### src/rtl/gf2_min_weight_solver_if.sv
// Request/result bundle for gf2_min_weight_solver: matrix request in, solution out.
// start is a 1-cycle request accepted only while the block is idle (busy=0); ready then holds the result until the next accepted start.
interface gf2_min_weight_solver_if #(
    parameter int MAX_ROWS = 4,
    parameter int MAX_COLS = 7
);
    localparam int ROWS_W = ($clog2(MAX_ROWS + 1) > 0) ? $clog2(MAX_ROWS + 1) : 1;
    localparam int COLS_W = ($clog2(MAX_COLS + 1) > 0) ? $clog2(MAX_COLS + 1) : 1;
    localparam int WGT_W  = ($clog2(MAX_COLS) > 0) ? $clog2(MAX_COLS) : 1;

    logic [ROWS_W-1:0]                rows;
    logic [COLS_W-1:0]                cols;
    logic                             start;
    logic [MAX_ROWS-1:0][MAX_COLS-1:0] RREF;
    logic                             busy;
    logic                             ready;
    logic                             consistent;
    logic [MAX_COLS-2:0]              solution;
    logic [WGT_W-1:0]                 min_weight;
    logic [2:0]                       fsm_state;

    modport master (
        output rows, cols, start, RREF,
        input  busy, ready, consistent, solution, min_weight, fsm_state
    );

    modport slave (
        input  rows, cols, start, RREF,
        output busy, ready, consistent, solution, min_weight, fsm_state
    );
endinterface

### src/rtl/gf2_min_weight_solver.sv
// Minimum-weight solver for a reduced-row-echelon GF(2) system: scans pivots one row
// per cycle, then walks every free-variable assignment one candidate per cycle.
module gf2_min_weight_solver #(
    parameter int MAX_ROWS = 4,
    parameter int MAX_COLS = 7
) (
    input logic                    clk,
    input logic                    rst_n,
    gf2_min_weight_solver_if.slave bus
);
    localparam int NVARS  = MAX_COLS - 1;
    localparam int WGT_W  = ($clog2(MAX_COLS) > 0) ? $clog2(MAX_COLS) : 1;
    localparam int RIDX_W = ($clog2(MAX_ROWS) > 0) ? $clog2(MAX_ROWS) : 1;

    typedef enum logic [2:0] {S_IDLE, S_SCAN, S_PREP, S_ENUM, S_DONE} state_t;
    state_t state, state_next;

    logic [NVARS-1:0]  row_vars [MAX_ROWS];
    logic [MAX_ROWS-1:0] row_rhs;
    logic [NVARS-1:0]  pivot_oh [MAX_ROWS];
    logic [NVARS-1:0]  var_mask, pivot_mask, free_mask, s, best_x;
    logic [WGT_W:0]    best_w;
    logic [RIDX_W-1:0] row_idx, row_last;
    logic              incons;
    logic              busy_q, ready_q, consistent_q;
    logic [NVARS-1:0]  solution_q;
    logic [WGT_W-1:0]  min_weight_q;

    logic [NVARS-1:0]  in_vars [MAX_ROWS];
    logic [MAX_ROWS-1:0] in_rhs;
    logic [NVARS-1:0]  in_var_mask;
    logic [RIDX_W-1:0] in_row_last;
    logic [NVARS-1:0]  cur_vars, cur_oh, cand, s_next;
    logic [WGT_W:0]    cand_w;

    function automatic logic [WGT_W:0] popcount(input logic [NVARS-1:0] v);
        popcount = '0;
        for (int i = 0; i < NVARS; i++) popcount = popcount + {{WGT_W{1'b0}}, v[i]};
    endfunction

    // Masking happens at capture so the scan and walk only ever see active rows/columns.
    always_comb begin
        in_var_mask = '0;
        in_rhs      = '0;
        in_row_last = '0;
        for (int c = 0; c < NVARS; c++)
            if (c + 1 < int'(bus.cols)) in_var_mask[c] = 1'b1;
        for (int r = 0; r < MAX_ROWS; r++) begin
            in_vars[r] = '0;
            if (r < int'(bus.rows)) begin
                in_vars[r] = bus.RREF[r][NVARS-1:0] & in_var_mask;
                for (int c = 0; c < MAX_COLS; c++)
                    if (c + 1 == int'(bus.cols)) in_rhs[r] = bus.RREF[r][c];
            end
            if (r > 0 && r < int'(bus.rows)) in_row_last = RIDX_W'(r);
        end
    end

    always_comb begin
        cur_vars = row_vars[row_idx];
        cur_oh   = cur_vars & (~cur_vars + NVARS'(1));
        cand     = s;
        for (int r = 0; r < MAX_ROWS; r++)
            if ((^(row_vars[r] & s)) ^ row_rhs[r]) cand = cand | pivot_oh[r];
        cand_w   = popcount(cand);
        s_next   = (s - free_mask) & free_mask;
    end

    always_ff @(posedge clk or negedge rst_n) begin
        if (!rst_n) state <= S_IDLE;
        else        state <= state_next;
    end

    // PREP settles free_mask from the completed pivot set before the walk starts.
    always_comb begin
        state_next = state;
        case (state)
            S_IDLE:  if (bus.start) state_next = S_SCAN;
            S_SCAN:  if (row_idx == row_last) state_next = S_PREP;
            S_PREP:  state_next = incons ? S_DONE : S_ENUM;
            S_ENUM:  if (s_next == '0) state_next = S_DONE;
            S_DONE:  state_next = S_IDLE;
            default: state_next = S_IDLE;
        endcase
    end

    always_ff @(posedge clk or negedge rst_n) begin
        if (!rst_n) begin
            for (int r = 0; r < MAX_ROWS; r++) begin
                row_vars[r] <= '0;
                pivot_oh[r] <= '0;
            end
            row_rhs      <= '0;
            var_mask     <= '0;
            pivot_mask   <= '0;
            free_mask    <= '0;
            s            <= '0;
            best_x       <= '0;
            best_w       <= '0;
            row_idx      <= '0;
            row_last     <= '0;
            incons       <= 1'b0;
            busy_q       <= 1'b0;
            ready_q      <= 1'b0;
            consistent_q <= 1'b0;
            solution_q   <= '0;
            min_weight_q <= '0;
        end else begin
            case (state)
                S_IDLE: if (bus.start) begin
                    row_vars     <= in_vars;
                    row_rhs      <= in_rhs;
                    var_mask     <= in_var_mask;
                    row_last     <= in_row_last;
                    for (int r = 0; r < MAX_ROWS; r++) pivot_oh[r] <= '0;
                    row_idx      <= '0;
                    pivot_mask   <= '0;
                    incons       <= 1'b0;
                    busy_q       <= 1'b1;
                    ready_q      <= 1'b0;
                    consistent_q <= 1'b0;
                    solution_q   <= '0;
                    min_weight_q <= '0;
                end
                S_SCAN: begin
                    if (cur_vars != '0) begin
                        pivot_mask        <= pivot_mask | cur_oh;
                        pivot_oh[row_idx] <= cur_oh;
                    end else if (row_rhs[row_idx]) begin
                        incons <= 1'b1;
                    end
                    row_idx <= row_idx + RIDX_W'(1);
                end
                S_PREP: begin
                    free_mask <= ~pivot_mask & var_mask;
                    s         <= '0;
                    best_w    <= '1;
                    best_x    <= '0;
                end
                S_ENUM: begin
                    // Strictly-less keeps the earliest candidate on weight ties.
                    if (cand_w < best_w) begin
                        best_w <= cand_w;
                        best_x <= cand;
                    end
                    s <= s_next;
                end
                S_DONE: begin
                    busy_q       <= 1'b0;
                    ready_q      <= 1'b1;
                    consistent_q <= ~incons;
                    solution_q   <= incons ? '0 : best_x;
                    min_weight_q <= incons ? '0 : best_w[WGT_W-1:0];
                end
                default: ;
            endcase
        end
    end

    assign bus.busy       = busy_q;
    assign bus.ready      = ready_q;
    assign bus.consistent = consistent_q;
    assign bus.solution   = solution_q;
    assign bus.min_weight = min_weight_q;
    assign bus.fsm_state  = state;
endmodule

### src/flat_wrapper.sv
// flat-port wrapper written by rule: the top's interface ports become plain ports
module gf2_min_weight_solver_flat 
#(
    parameter int MAX_ROWS = 4,
    parameter int MAX_COLS = 7
)
  (clk, rst_n, bus_rows, bus_cols, bus_start, bus_RREF, bus_busy, bus_ready, bus_consistent, bus_solution, bus_min_weight, bus_fsm_state);
  gf2_min_weight_solver_if #(.MAX_ROWS(MAX_ROWS), .MAX_COLS(MAX_COLS)) bus_i ();
  input logic clk;
  input logic rst_n;
  input wire logic [$bits(bus_i.rows)-1:0] bus_rows;
  input wire logic [$bits(bus_i.cols)-1:0] bus_cols;
  input wire logic [$bits(bus_i.start)-1:0] bus_start;
  input wire logic [$bits(bus_i.RREF)-1:0] bus_RREF;
  output wire logic [$bits(bus_i.busy)-1:0] bus_busy;
  output wire logic [$bits(bus_i.ready)-1:0] bus_ready;
  output wire logic [$bits(bus_i.consistent)-1:0] bus_consistent;
  output wire logic [$bits(bus_i.solution)-1:0] bus_solution;
  output wire logic [$bits(bus_i.min_weight)-1:0] bus_min_weight;
  output wire logic [$bits(bus_i.fsm_state)-1:0] bus_fsm_state;
  assign bus_i.rows = bus_rows;
  assign bus_i.cols = bus_cols;
  assign bus_i.start = bus_start;
  assign bus_i.RREF = bus_RREF;
  assign bus_busy = bus_i.busy;
  assign bus_ready = bus_i.ready;
  assign bus_consistent = bus_i.consistent;
  assign bus_solution = bus_i.solution;
  assign bus_min_weight = bus_i.min_weight;
  assign bus_fsm_state = bus_i.fsm_state;
  gf2_min_weight_solver #(.MAX_ROWS(MAX_ROWS), .MAX_COLS(MAX_COLS)) u_core (.clk(clk), .rst_n(rst_n), .bus(bus_i));
endmodule
### config.mk
export PLATFORM = sky130hd
export DESIGN_NAME = gf2_min_weight_solver_flat
export DESIGN_NICKNAME = d
export VERILOG_FILES = /design/src/rtl/gf2_min_weight_solver_if.sv /design/src/rtl/gf2_min_weight_solver.sv /design/src/flat_wrapper.sv
export SDC_FILE = /design/constraint.sdc
export NUM_CORES = 1
export LEC_CHECK = 0
export ABC_CLOCK_PERIOD_IN_PS = 4800
export CORE_ASPECT_RATIO = 1.4
export CORE_UTILIZATION = 54
export CTS_BUF_LIST = sky130_fd_sc_hd__clkbuf_4 sky130_fd_sc_hd__clkbuf_8
export DETAILED_ROUTE_END_ITERATION = 8
export PLACE_DENSITY = 0.84
export SLEW_MARGIN = 25
export SYNTH_ARGS = -nofsm -noshare
export SYNTH_HDL_FRONTEND = slang
export SYNTH_SLANG_ARGS = --single-unit
export TNS_END_PERCENT = 1
### constraint.sdc
create_clock -name clk -period 4.8 [get_ports clk]
set_clock_uncertainty 0.2 [all_clocks]
set_input_delay 0.48 -clock clk [delete_from_list [all_inputs] [get_ports clk]]
set_output_delay 0.48 -clock clk [all_outputs]
set_load 0.02 [all_outputs]
-- Word level (Yosys, flattened, before mapping)
Index checks and enable logic that the tools add are counted.
- bits in registers: 106
- word-level logic and storage cells: 195
- add/sub/neg operators: 8
- order comparisons: 14
- equal/unequal tests: 19
- mux-type cells: 88
- bitwise gates (word level): 24
- reduce and logical (&&, ||, !) cells: 18
- operator list (operator ; count):
    $mux 6 ; 15
    $and 6x6->6 ; 11
    $mux 24 ; 2
    $pmux 24 s2 ; 1
    $pmux 6 s2 ; 4
    $mux 1 ; 44
    $or 6x6->6 ; 5
    $bwmux 24 ; 1
    $reduce_xor 6->1 ; 4
    $mux 3 ; 6
    $add 4x1->4 ; 4
    $bmux 6 s2 ; 1
    $demux 6 s2 ; 1
    $eq 3x3->1 const A ; 4
    $lt 2x3->1 const A ; 4
    $not 6->6 ; 2
    $pmux 3 s4 ; 1
    $ne 2x1->1 const B ; 5
    $lt 1x3->1 const A ; 3
    $lt 3x3->1 const A ; 3
    $pmux 1 s2 ; 4
    $pmux 4 s2 ; 1
    $reduce_and 2->1 ; 4
    $add 6x1->6 const B ; 1
    29 further kinds ; 40

-- Depth between registers and ports, before layout
Gate-level depths: netlist (run 1).
- word-level depth: 18
- depth in mapped cells: 22
- depth with buffers taken out: 20

-- Worst setup path after synthesis (run 1)
Ideal clock, no wire load.
- path kind: flip-flop to flip-flop
- start point: reg u_core.s[1]
- end point: reg u_core.best_w[1]
- setup time: 0.129 ns
- data arrival time: 4.395 ns
- required time: 4.471 ns
- path slack: 0.076 ns
- cell stages (with the launch flop): 22
- path buffers: 1
- period minus slack after synthesis: 4.724 ns
- cell sequence: dfrtp_1 > nand2_1 > xor2_1 > xnor3_2 > xnor2_2 > a22oi_1 > nand3_1 > ha_1 > inv_1 > fa_1 > inv_1 > fa_1 > inv_1 > fa_1 > inv_1 > ha_1 > a21o_1 > a21oi_1 > o21ai_2 > buf_4 > o21ai_0 > o21ai_0
- longest elaborated chain between the ends: 18
- elaborated cells between the ends (all ways): 30
- ends and longest elaborated chain (element ; RTL line ; source):
    from (decl) ; gf2_min_weight_solver.sv:21 ; logic [NVARS-1:0] var_mask, pivot_mask, free_mask, s, best_x;
    from (signal assigned) ; gf2_min_weight_solver.sv:146 ; s <= s_next;
    $and 6x6->6 ; gf2_min_weight_solver.sv:64 ; if ((^(row_vars[r] & s)) ^ row_rhs[r]) cand = cand | pivot_oh[r];
    $reduce_xor 6->1 ; gf2_min_weight_solver.sv:64 ;
    $xor 1x1->1 ; gf2_min_weight_solver.sv:64 ;
    $mux 6 ; gf2_min_weight_solver.sv:64 ;
    $or 6x6->6 ; gf2_min_weight_solver.sv:64 ;
    $mux 6 ; gf2_min_weight_solver.sv:64 ;
    $or 6x6->6 ; gf2_min_weight_solver.sv:64 ;
    $mux 6 ; gf2_min_weight_solver.sv:64 ;
    $or 6x6->6 ; gf2_min_weight_solver.sv:64 ;
    $mux 6 * ; gf2_min_weight_solver.sv:64 ;
    $add 1x1->2 ; gf2_min_weight_solver.sv:38 ; for (int i = 0; i < NVARS; i++) popcount = popcount + {{WGT_W{1'b0}}, v[i]};
    $add 4x1->4 (3 in series) ; gf2_min_weight_solver.sv:38 ;
    $add 4x1->4 * ; gf2_min_weight_solver.sv:38 ;
    $lt 4x4->1 ; gf2_min_weight_solver.sv:142 ; if (cand_w < best_w) begin
    $ne 2x1->1 (no source line) ; - ;
    $reduce_and 2->1 (no source line) ; - ;
    to (signal assigned) ; gf2_min_weight_solver.sv:143 ; best_w <= cand_w;
    to (decl) ; gf2_min_weight_solver.sv:22 ; logic [WGT_W:0] best_w;
Mark *: on every way between the ends. The rest lies on a longest branch, timed or not. The select of a mux whose other input is x is not followed.
A chain may end at the register's enable or synchronous reset.

-- Worst setup path in the final report (run 1)
- start point: reg u_core.s[0]
- end point: reg u_core.best_x[5]
- longest elaborated chain between the ends: 18
- elaborated cells between the ends (all ways): 30
- ends and longest elaborated chain (element ; RTL line ; source):
    $and 6x6->6 ; gf2_min_weight_solver.sv:64 ;
    $reduce_xor 6->1 ; gf2_min_weight_solver.sv:64 ;
    $xor 1x1->1 ; gf2_min_weight_solver.sv:64 ;
    $mux 6 ; gf2_min_weight_solver.sv:64 ;
    $or 6x6->6 ; gf2_min_weight_solver.sv:64 ;
    $mux 6 ; gf2_min_weight_solver.sv:64 ;
    $or 6x6->6 ; gf2_min_weight_solver.sv:64 ;
    $mux 6 ; gf2_min_weight_solver.sv:64 ;
    $or 6x6->6 ; gf2_min_weight_solver.sv:64 ;
    $mux 6 * ; gf2_min_weight_solver.sv:64 ;
    $add 1x1->2 ; gf2_min_weight_solver.sv:38 ;
    $add 4x1->4 (4 in series) ; gf2_min_weight_solver.sv:38 ;
    $lt 4x4->1 ; gf2_min_weight_solver.sv:142 ;
    $ne 2x1->1 (no source line) ; - ;
    $reduce_and 2->1 (no source line) ; - ;
    to (signal assigned) ; gf2_min_weight_solver.sv:144 ; best_x <= cand;
    to (decl) ; gf2_min_weight_solver.sv:21 ;
Marks and branches as above.

==> results.md, run 1 <==
- Run status: finished with violations
- Failing checks: negative setup slack
- Crit Path Class: reg2reg
- Int Pwr: 2430 uW
- Hold depth: 2
- Fillers: 733
- Crit path largest cell delay: 0.50 ns
- Initial Utilization: 55.8%
- Switch share: 42.7%
- WHS Endpoint: u_core.free_mask[5]$_DFFE_PN0P_
- Register area share after synthesis: 47.8%
- Clock network power share: 12.2%
- Delay-heaviest family, CP: compound AO/OA/AOI/OAI gates
- Mapped Cells: 537
- Hold_sp: u_core.free_mask[5]$_DFFE_PN0P_
- Ys async rst share: 100%
- # IOs: 52
- Die Y: 122 um
- Post-synth EDFFs: 0
- Psw: 1820 uW
- Total clock sinks: 106
- Slew headroom: 29.2%
- H-tree depth: 3
- Clk_lat worst skew: 0.39 ns
- Die area: 10700 um^2
- 1st-iter DRT viols: 429
- Global-route usage over all layers: 30.0%
- Crit path DAT: 5.10 ns
- Syn Std Cell Area: 5550 um^2
- Via count: 4867
- Number of remaining DRC errors: 0
- Main flop type after synthesis: dfrtp_1
- GPL Wtd Cong: 0.958
- Instance count on the critical path: 19
- Met3 GRT Util: 6.17%
- Final hold violations: 0
- GR peak layer: met2
- Most common cell after layout, fill and taps aside: dfrtp_1
- Routed wire length: 15100 um
- Slew Viols, Final: 0
- #FFs+latches synth: 106
- RR Startpoint: u_core.s[0]$_DFFE_PN0P_
- First-pass GRT wire length: 23800 um
- Die W: 87.7 um
- Peak supply drop: 0.254 mV
- Share of layout cells above drive strength 1: 17.7%
- Final setup fails: 9
- Yosys warnings: 0
- Antenna violations before repair: 0
- Slowest cell on the critical path: xnor3_2
- Hold Slack: 0.294 ns
- Vias in the first global route: 4879
- Minimum clock period: 4.97 ns
- R2R setup slack: -0.17 ns
- Req. time, crit path: 4.93 ns
- Crit share post-route: 104%
- Initial DRT Pass Iterations: 5
- HPWL after DPL: 11200 um
- Netlist cell types: 57
- Post-DRT Antenna Nets: 0
- Met1 usage: 32.1%
- Most frequent cells in the layout: dfrtp_1 (105), nand2_1 (81), clkdlybuf4s50_1 (50)
- Port Buffers: 51
- Maxcap violations: 0
- # nets final: 673
- CTS clock-pin slew for the worst setup and hold paths: 0.10 ns
- CP Buf/Inv Count: 4
- Tot Pwr: 4250 uW
- Worst Max-Slew Pin Slew: 1.06 ns
- RSZ-0062 raised after global routing: true
- Met2 Use GR: 51.6%
- Core area: 9950 um^2
- FMAX: 201 MHz
- Critical Path End Type: register
- Critical R2R Capture: u_core.best_x[5]$_DFFE_PN0P_
- CP Cell Sequence: nand2_2 -> xnor2_2 -> xnor3_2 -> xnor2_4 -> buf_6 -> a222oi_1 -> and2_1 -> fa_1 -> inv_1 -> fa_2 -> inv_2 -> fa_1 -> inv_1 -> ha_1 -> a21o_1 -> a21oi_4 -> o21ai_4 -> a31oi_1 -> a31o_2
- Grt ovf: 0
- Wire per inst: 19.9 um
- CP Max Fanout: 5
- Diode count: 0
- HP Class: reg2reg
- Sequential Power Share: 36.2%
- Clock Tree Buf Depth: 2
- Setup TNS Final: -1.16 ns
- # rows: 43
- Synthesized area per cell: 10.3 um^2
- Vias per cell: 6.40
- Fin worst setup slack: -0.174 ns
- CTS buffer count: 9
- Area Growth Syn to Fin: 22.3%
- P per Cell Area: 626 nW/um^2
- Comb pwr share: 51.6%
- Leakage power: 0.00311 uW
- Root Driver: clkbuf_8
- CP Launch Type: register
- Reg2reg path depth: 19
- CTS tree: done
- Syn Nets: 589
- Largest net degree at the start of global routing: 75
[timing repair]
item / 4_1_cts / 5_1_grt
hold buffers: 0 / 1
endpoints found under the setup margin: 9 / 9
buffers inserted: 5 / 1
pin swaps: 20 / 13
cloned: 2 / 0
resized for setup: 20 / 5
endpoints found under the hold margin: 0 / 17
[per-layer routing]
layer	vias up	wire, um
met5	-	0
met4	0	1120
met3	98	880
met2	273	7820
met1	2379	5320
li1	2117	-
[tightest hold or removal path: cells and delay by family (launching register included)]
family,cells,cell delay [ns]
flip-flops,1,0.37
AND/OR/NAND/NOR,2,0.10
[sequential cells by signal (all words and copies together), names as in the netlist]
| signal | cells |
|---|---|
| u_core.var_mask | 6 |
| u_core.row_last | 2 |
| u_core.bus.solution | 6 |
| u_core.pivot_oh | 24 |
| u_core.bus.fsm_state | 3 |
| u_core.row_idx | 2 |
| u_core.bus.ready | 1 |
| u_core.bus.min_weight | 3 |
| u_core.best_w | 4 |
| u_core.free_mask | 6 |
| u_core.bus.consistent | 1 |
| u_core.pivot_mask | 6 |
| u_core.s | 6 |
| u_core.incons | 1 |
| u_core.bus.busy | 1 |
| u_core.row_vars | 24 |
| u_core.best_x | 6 |
| u_core.row_rhs | 4 |
[logic make-up after synthesis]
kind of cell	count (synthesis)	share of synthesized area, %
compound gates	161	21.1
xor+xnor	27	5.57
fa+ha+maj	15	3.92
buf+inv	48	3.70
flops	106	47.8
mux	10	3.42
simple gates	170	14.5
[Yosys cell counts (7+ instances only)]
| master | number | area share, % |
|---|---|---|
| dfrtp_1 | 106 | 48 |
| nand2_1 | 83 | 5.6 |
| o21ai_0 | 45 | 4.1 |
| a22o_1 | 40 | 6.3 |
| inv_1 | 24 | 1.6 |
| nand3_1 | 23 | 2.1 |
| nor2_1 | 22 | 1.5 |
| clkbuf_1 | 15 | 1.0 |
| a21oi_1 | 13 | 1.2 |
| xnor2_1 | 13 | 2.1 |
| ha_1 | 11 | 2.5 |
| a31oi_1 | 8 | 0.90 |
| a21o_1 | 7 | 0.95 |
| mux4_2 | 7 | 2.8 |
| nor3_1 | 7 | 0.63 |
| xor2_1 | 7 | 1.1 |
[per-stage QoR]
step	std cells	area, um^2	utilization (%)	setup WS, ns
floorplan	537	5550	-	0.0757
global placement	735	6390	64.2	-0.0630
detailed placement	735	6390	64.2	-0.269
CTS	758	6740	67.7	0.00622
global route	761	6790	68.2	-0.319
finish	761	6790	68.2	-0.174
[how the worst max path moves through the flow]
| stage | start | slack, ns | to |
|---|---|---|---|
| final | u_core.s[0]$_DFFE_PN0P_ | -0.17 | u_core.best_x[5]$_DFFE_PN0P_ |
| after global routing | u_core.s[0]$_DFFE_PN0P_ | -0.32 | u_core.best_x[0]$_DFFE_PN0P_ |
| after CTS | u_core.s[0]$_DFFE_PN0P_ | 0.006 | u_core.best_x[5]$_DFFE_PN0P_ |
| after detailed placement | u_core.s[0]$_DFFE_PN0P_ | -0.27 | u_core.best_x[5]$_DFFE_PN0P_ |
| after global placement | u_core.s[0]$_DFFE_PN0P_ | -0.06 | u_core.best_x[1]$_DFFE_PN0P_ |
| after floorplan | u_core.s[1]$_DFFE_PN0P_ | 0.08 | u_core.best_w[1]$_DFFE_PN0P_ |
[layout make-up]
type	instances	area (um^2)	area share, %
multi-input cells	385	2830	41.7
flip-flops and latches	106	2650	39.1
repair buffers	95	865	12.7
well taps	135	169	2.49
clock buffers	10	131	1.93
inverters	24	90.1	1.33
clock inverters	6	50.0	0.737
[power by group through the flow]
stage,registers (uW),clock network [uW],logic [uW]
after floorplan,1440,0,1320
after global placement,1500,0,1850
after detailed placement,1520,0,1940
after CTS,1520,526,2100
after global routing,1560,562,2380
final,1540,520,2190
(Power assumes the default switching activity.)
==> inputs of run 2 (changes only) <==
Settings changed: CORE_MARGIN set to 10.
==> results.md, run 2 (same netlist as run 1, synthesis figures left out) <==
- Run status: finished with violations
- Failing checks: negative setup slack
- Die area: 14800 um^2
- RR Startpoint: u_core.s[1]$_DFFE_PN0P_
- Sequential Power Share: 35.7%
- CP most frequent cell: inv_1
- Port Buffers: 51
- Root Driver: clkbuf_8
- CTS buffer count: 9
- Worst Max-Slew Pin Slew: 1.15 ns
- Die Y: 140 um
- Vias in the first global route: 4786
- Post-DRT Antenna Nets: 0
- Number of remaining DRC errors: 0
- Minimum clock period: 4.84 ns
- Clk_lat worst skew: 0.39 ns
- Fillers: 760
- Global-route usage over all layers: 20.8%
- Critical Path End Type: register
- Area Growth Syn to Fin: 22.7%
- CTS tree: done
- Register area: 2650 um^2
- Req. time, crit path: 4.94 ns
- Hold depth: 1
- WHS Endpoint: u_core.bus.consistent$_DFFE_PN0P_
- Antenna violations before repair: 0
- Switch share: 41.8%
- Delay-heaviest family, CP: adder cells
- Most frequent cells in the layout: dfrtp_1 (105), nand2_1 (80), clkdlybuf4s50_1 (50)
- Int Pwr: 2510 uW
- Setup TNS Final: -0.179 ns
- HPWL after DPL: 11400 um
- Slew headroom: 23.1%
- Largest net degree at the start of global routing: 79
- Share of layout cells above drive strength 1: 17.8%
- Core area: 10000 um^2
- CP Launch Type: register
- Total clock sinks: 106
- # rows: 43
- Vias per cell: 6.16
- Multi-input gate area: 2840 um^2
- CP Buf/Inv Count: 4
- # nets final: 672
- Pre-CTS setup slack: -0.274 ns
- Final hold violations: 0
- RSZ-0062 raised after global routing: true
- Slowest cell on the critical path: xnor3_2
- H-tree depth: 3
- Clock Tree Buf Depth: 2
- FMAX: 207 MHz
- Largest regs: u_core.pivot_oh (24), u_core.row_vars (24)
- Psw: 1800 uW
- GPL Wtd Cong: 0.949
- # IOs: 52
- Crit path DAT: 4.97 ns
- Diode count: 0
- Routed wire length: 15400 um
- Grt ovf: 0
- First-pass GRT wire length: 24600 um
- R2R setup slack: -0.04 ns
- Final setup fails: 6
- Initial DRT Pass Iterations: 4
- Crit path largest cell delay: 0.51 ns
- Via count: 4678
- Die W: 106 um
- Clock network power share: 14.3%
- Crit Path Class: reg2reg
- HP Class: reg2reg
- CP Cell Sequence: nand2_2 -> xor2_2 -> xnor3_2 -> xnor2_4 -> a22oi_2 -> nand3_1 -> ha_1 -> inv_1 -> fa_1 -> inv_1 -> fa_2 -> inv_2 -> fa_1 -> inv_1 -> ha_1 -> a21o_1 -> a21oi_4 -> o21ai_4 -> a31oi_1 -> a31o_2
- Hold_sp: u_core.bus.consistent$_DFFE_PN0P_
- Slew Viols, Final: 0
- Comb pwr share: 50.0%
- 1st-iter DRT viols: 335
- CP Max Fanout: 5
- Maxcap violations: 0
- P per Cell Area: 633 nW/um^2
- Initial Utilization: 55.5%
- Critical R2R Capture: u_core.best_x[1]$_DFFE_PN0P_
- CTS clock-pin slew for the worst setup and hold paths: 0.10 ns
- Peak supply drop: 0.272 mV
- Reg2reg path depth: 20
- Tot Pwr: 4320 uW
- Wire per inst: 20.3 um
- Most common cell after layout, fill and taps aside: dfrtp_1
- Crit share post-route: 101%
- Hold Slack: 0.293 ns
- Leakage power: 0.00311 uW
- Fin worst setup slack: -0.0378 ns
[run 2: cell count changes in the layout (fill, tap and decap cells not counted), sizes merged]
| cell | previous run | this run |
|---|---|---|
| buf | 44 | 43 |
| bufinv | 0 | 2 |
| clkbuf | 10 | 9 |
| clkinv | 3 | 2 |
[run 2: worst max-delay path by stage]
stage,to,cells after the start,startpoint
after floorplan,u_core.best_w[1]$_DFFE_PN0P_,21,u_core.s[1]$_DFFE_PN0P_
after global routing,u_core.best_x[0]$_DFFE_PN0P_,20,u_core.s[1]$_DFFE_PN0P_
final,u_core.best_x[1]$_DFFE_PN0P_,20,u_core.s[1]$_DFFE_PN0P_
after global placement,u_core.best_x[1]$_DFFE_PN0P_,20,u_core.s[0]$_DFFE_PN0P_
after detailed placement,u_core.best_x[3]$_DFFE_PN0P_,20,u_core.s[1]$_DFFE_PN0P_
after CTS,u_core.best_x[3]$_DFFE_PN0P_,20,u_core.s[0]$_DFFE_PN0P_
[run 2: repair_timing]
item	CTS	global route
gates resized for setup	14	10
pin swaps	16	12
endpoints found under the hold margin	0	77
setup endpoints to repair	9	9
cloned	2	0
hold buffers	0	1
setup buffers	2	4
[run 2: metrics by stage]
step	instances	util, %	cell area [um^2]
after floorplan	537	-	5550
after global placement	735	63.9	6390
after detailed placement	735	63.9	6390
after CTS	755	67.2	6730
after global routing	760	68.1	6820
final	760	68.1	6820
[run 2: area by class of cell]
| class | instances | share of cell area (%) |
|---|---|---|
| multi-input cells | 385 | 41.7 |
| flip-flops and latches | 106 | 38.9 |
| repair buffers | 94 | 12.3 |
| well taps | 135 | 2.48 |
| clock buffers | 9 | 1.82 |
| clock inverters | 7 | 1.49 |
| inverters | 24 | 1.32 |
[run 2: per-layer routing]
metal / wire length (um) / track usage (%) / up-vias / part of all wire, %
li1: - / - / 2116 / -
met1: 5840 / 21.7 / 2312 / 38
met2: 7900 / 36.6 / 197 / 51
met3: 891 / 4.96 / 53 / 5.8
met4: 805 / 12.7 / 0 / 5.2
met5: 0 / 0 / - / 0
[run 2: power by group through the flow]
stage | clock network (uW) | logic [uW] | registers, uW
after floorplan | 0 | 1320 | 1440
after global placement | 0 | 1850 | 1510
after detailed placement | 0 | 1950 | 1520
after CTS | 623 | 2080 | 1520
after global routing | 655 | 2330 | 1570
final | 618 | 2160 | 1540
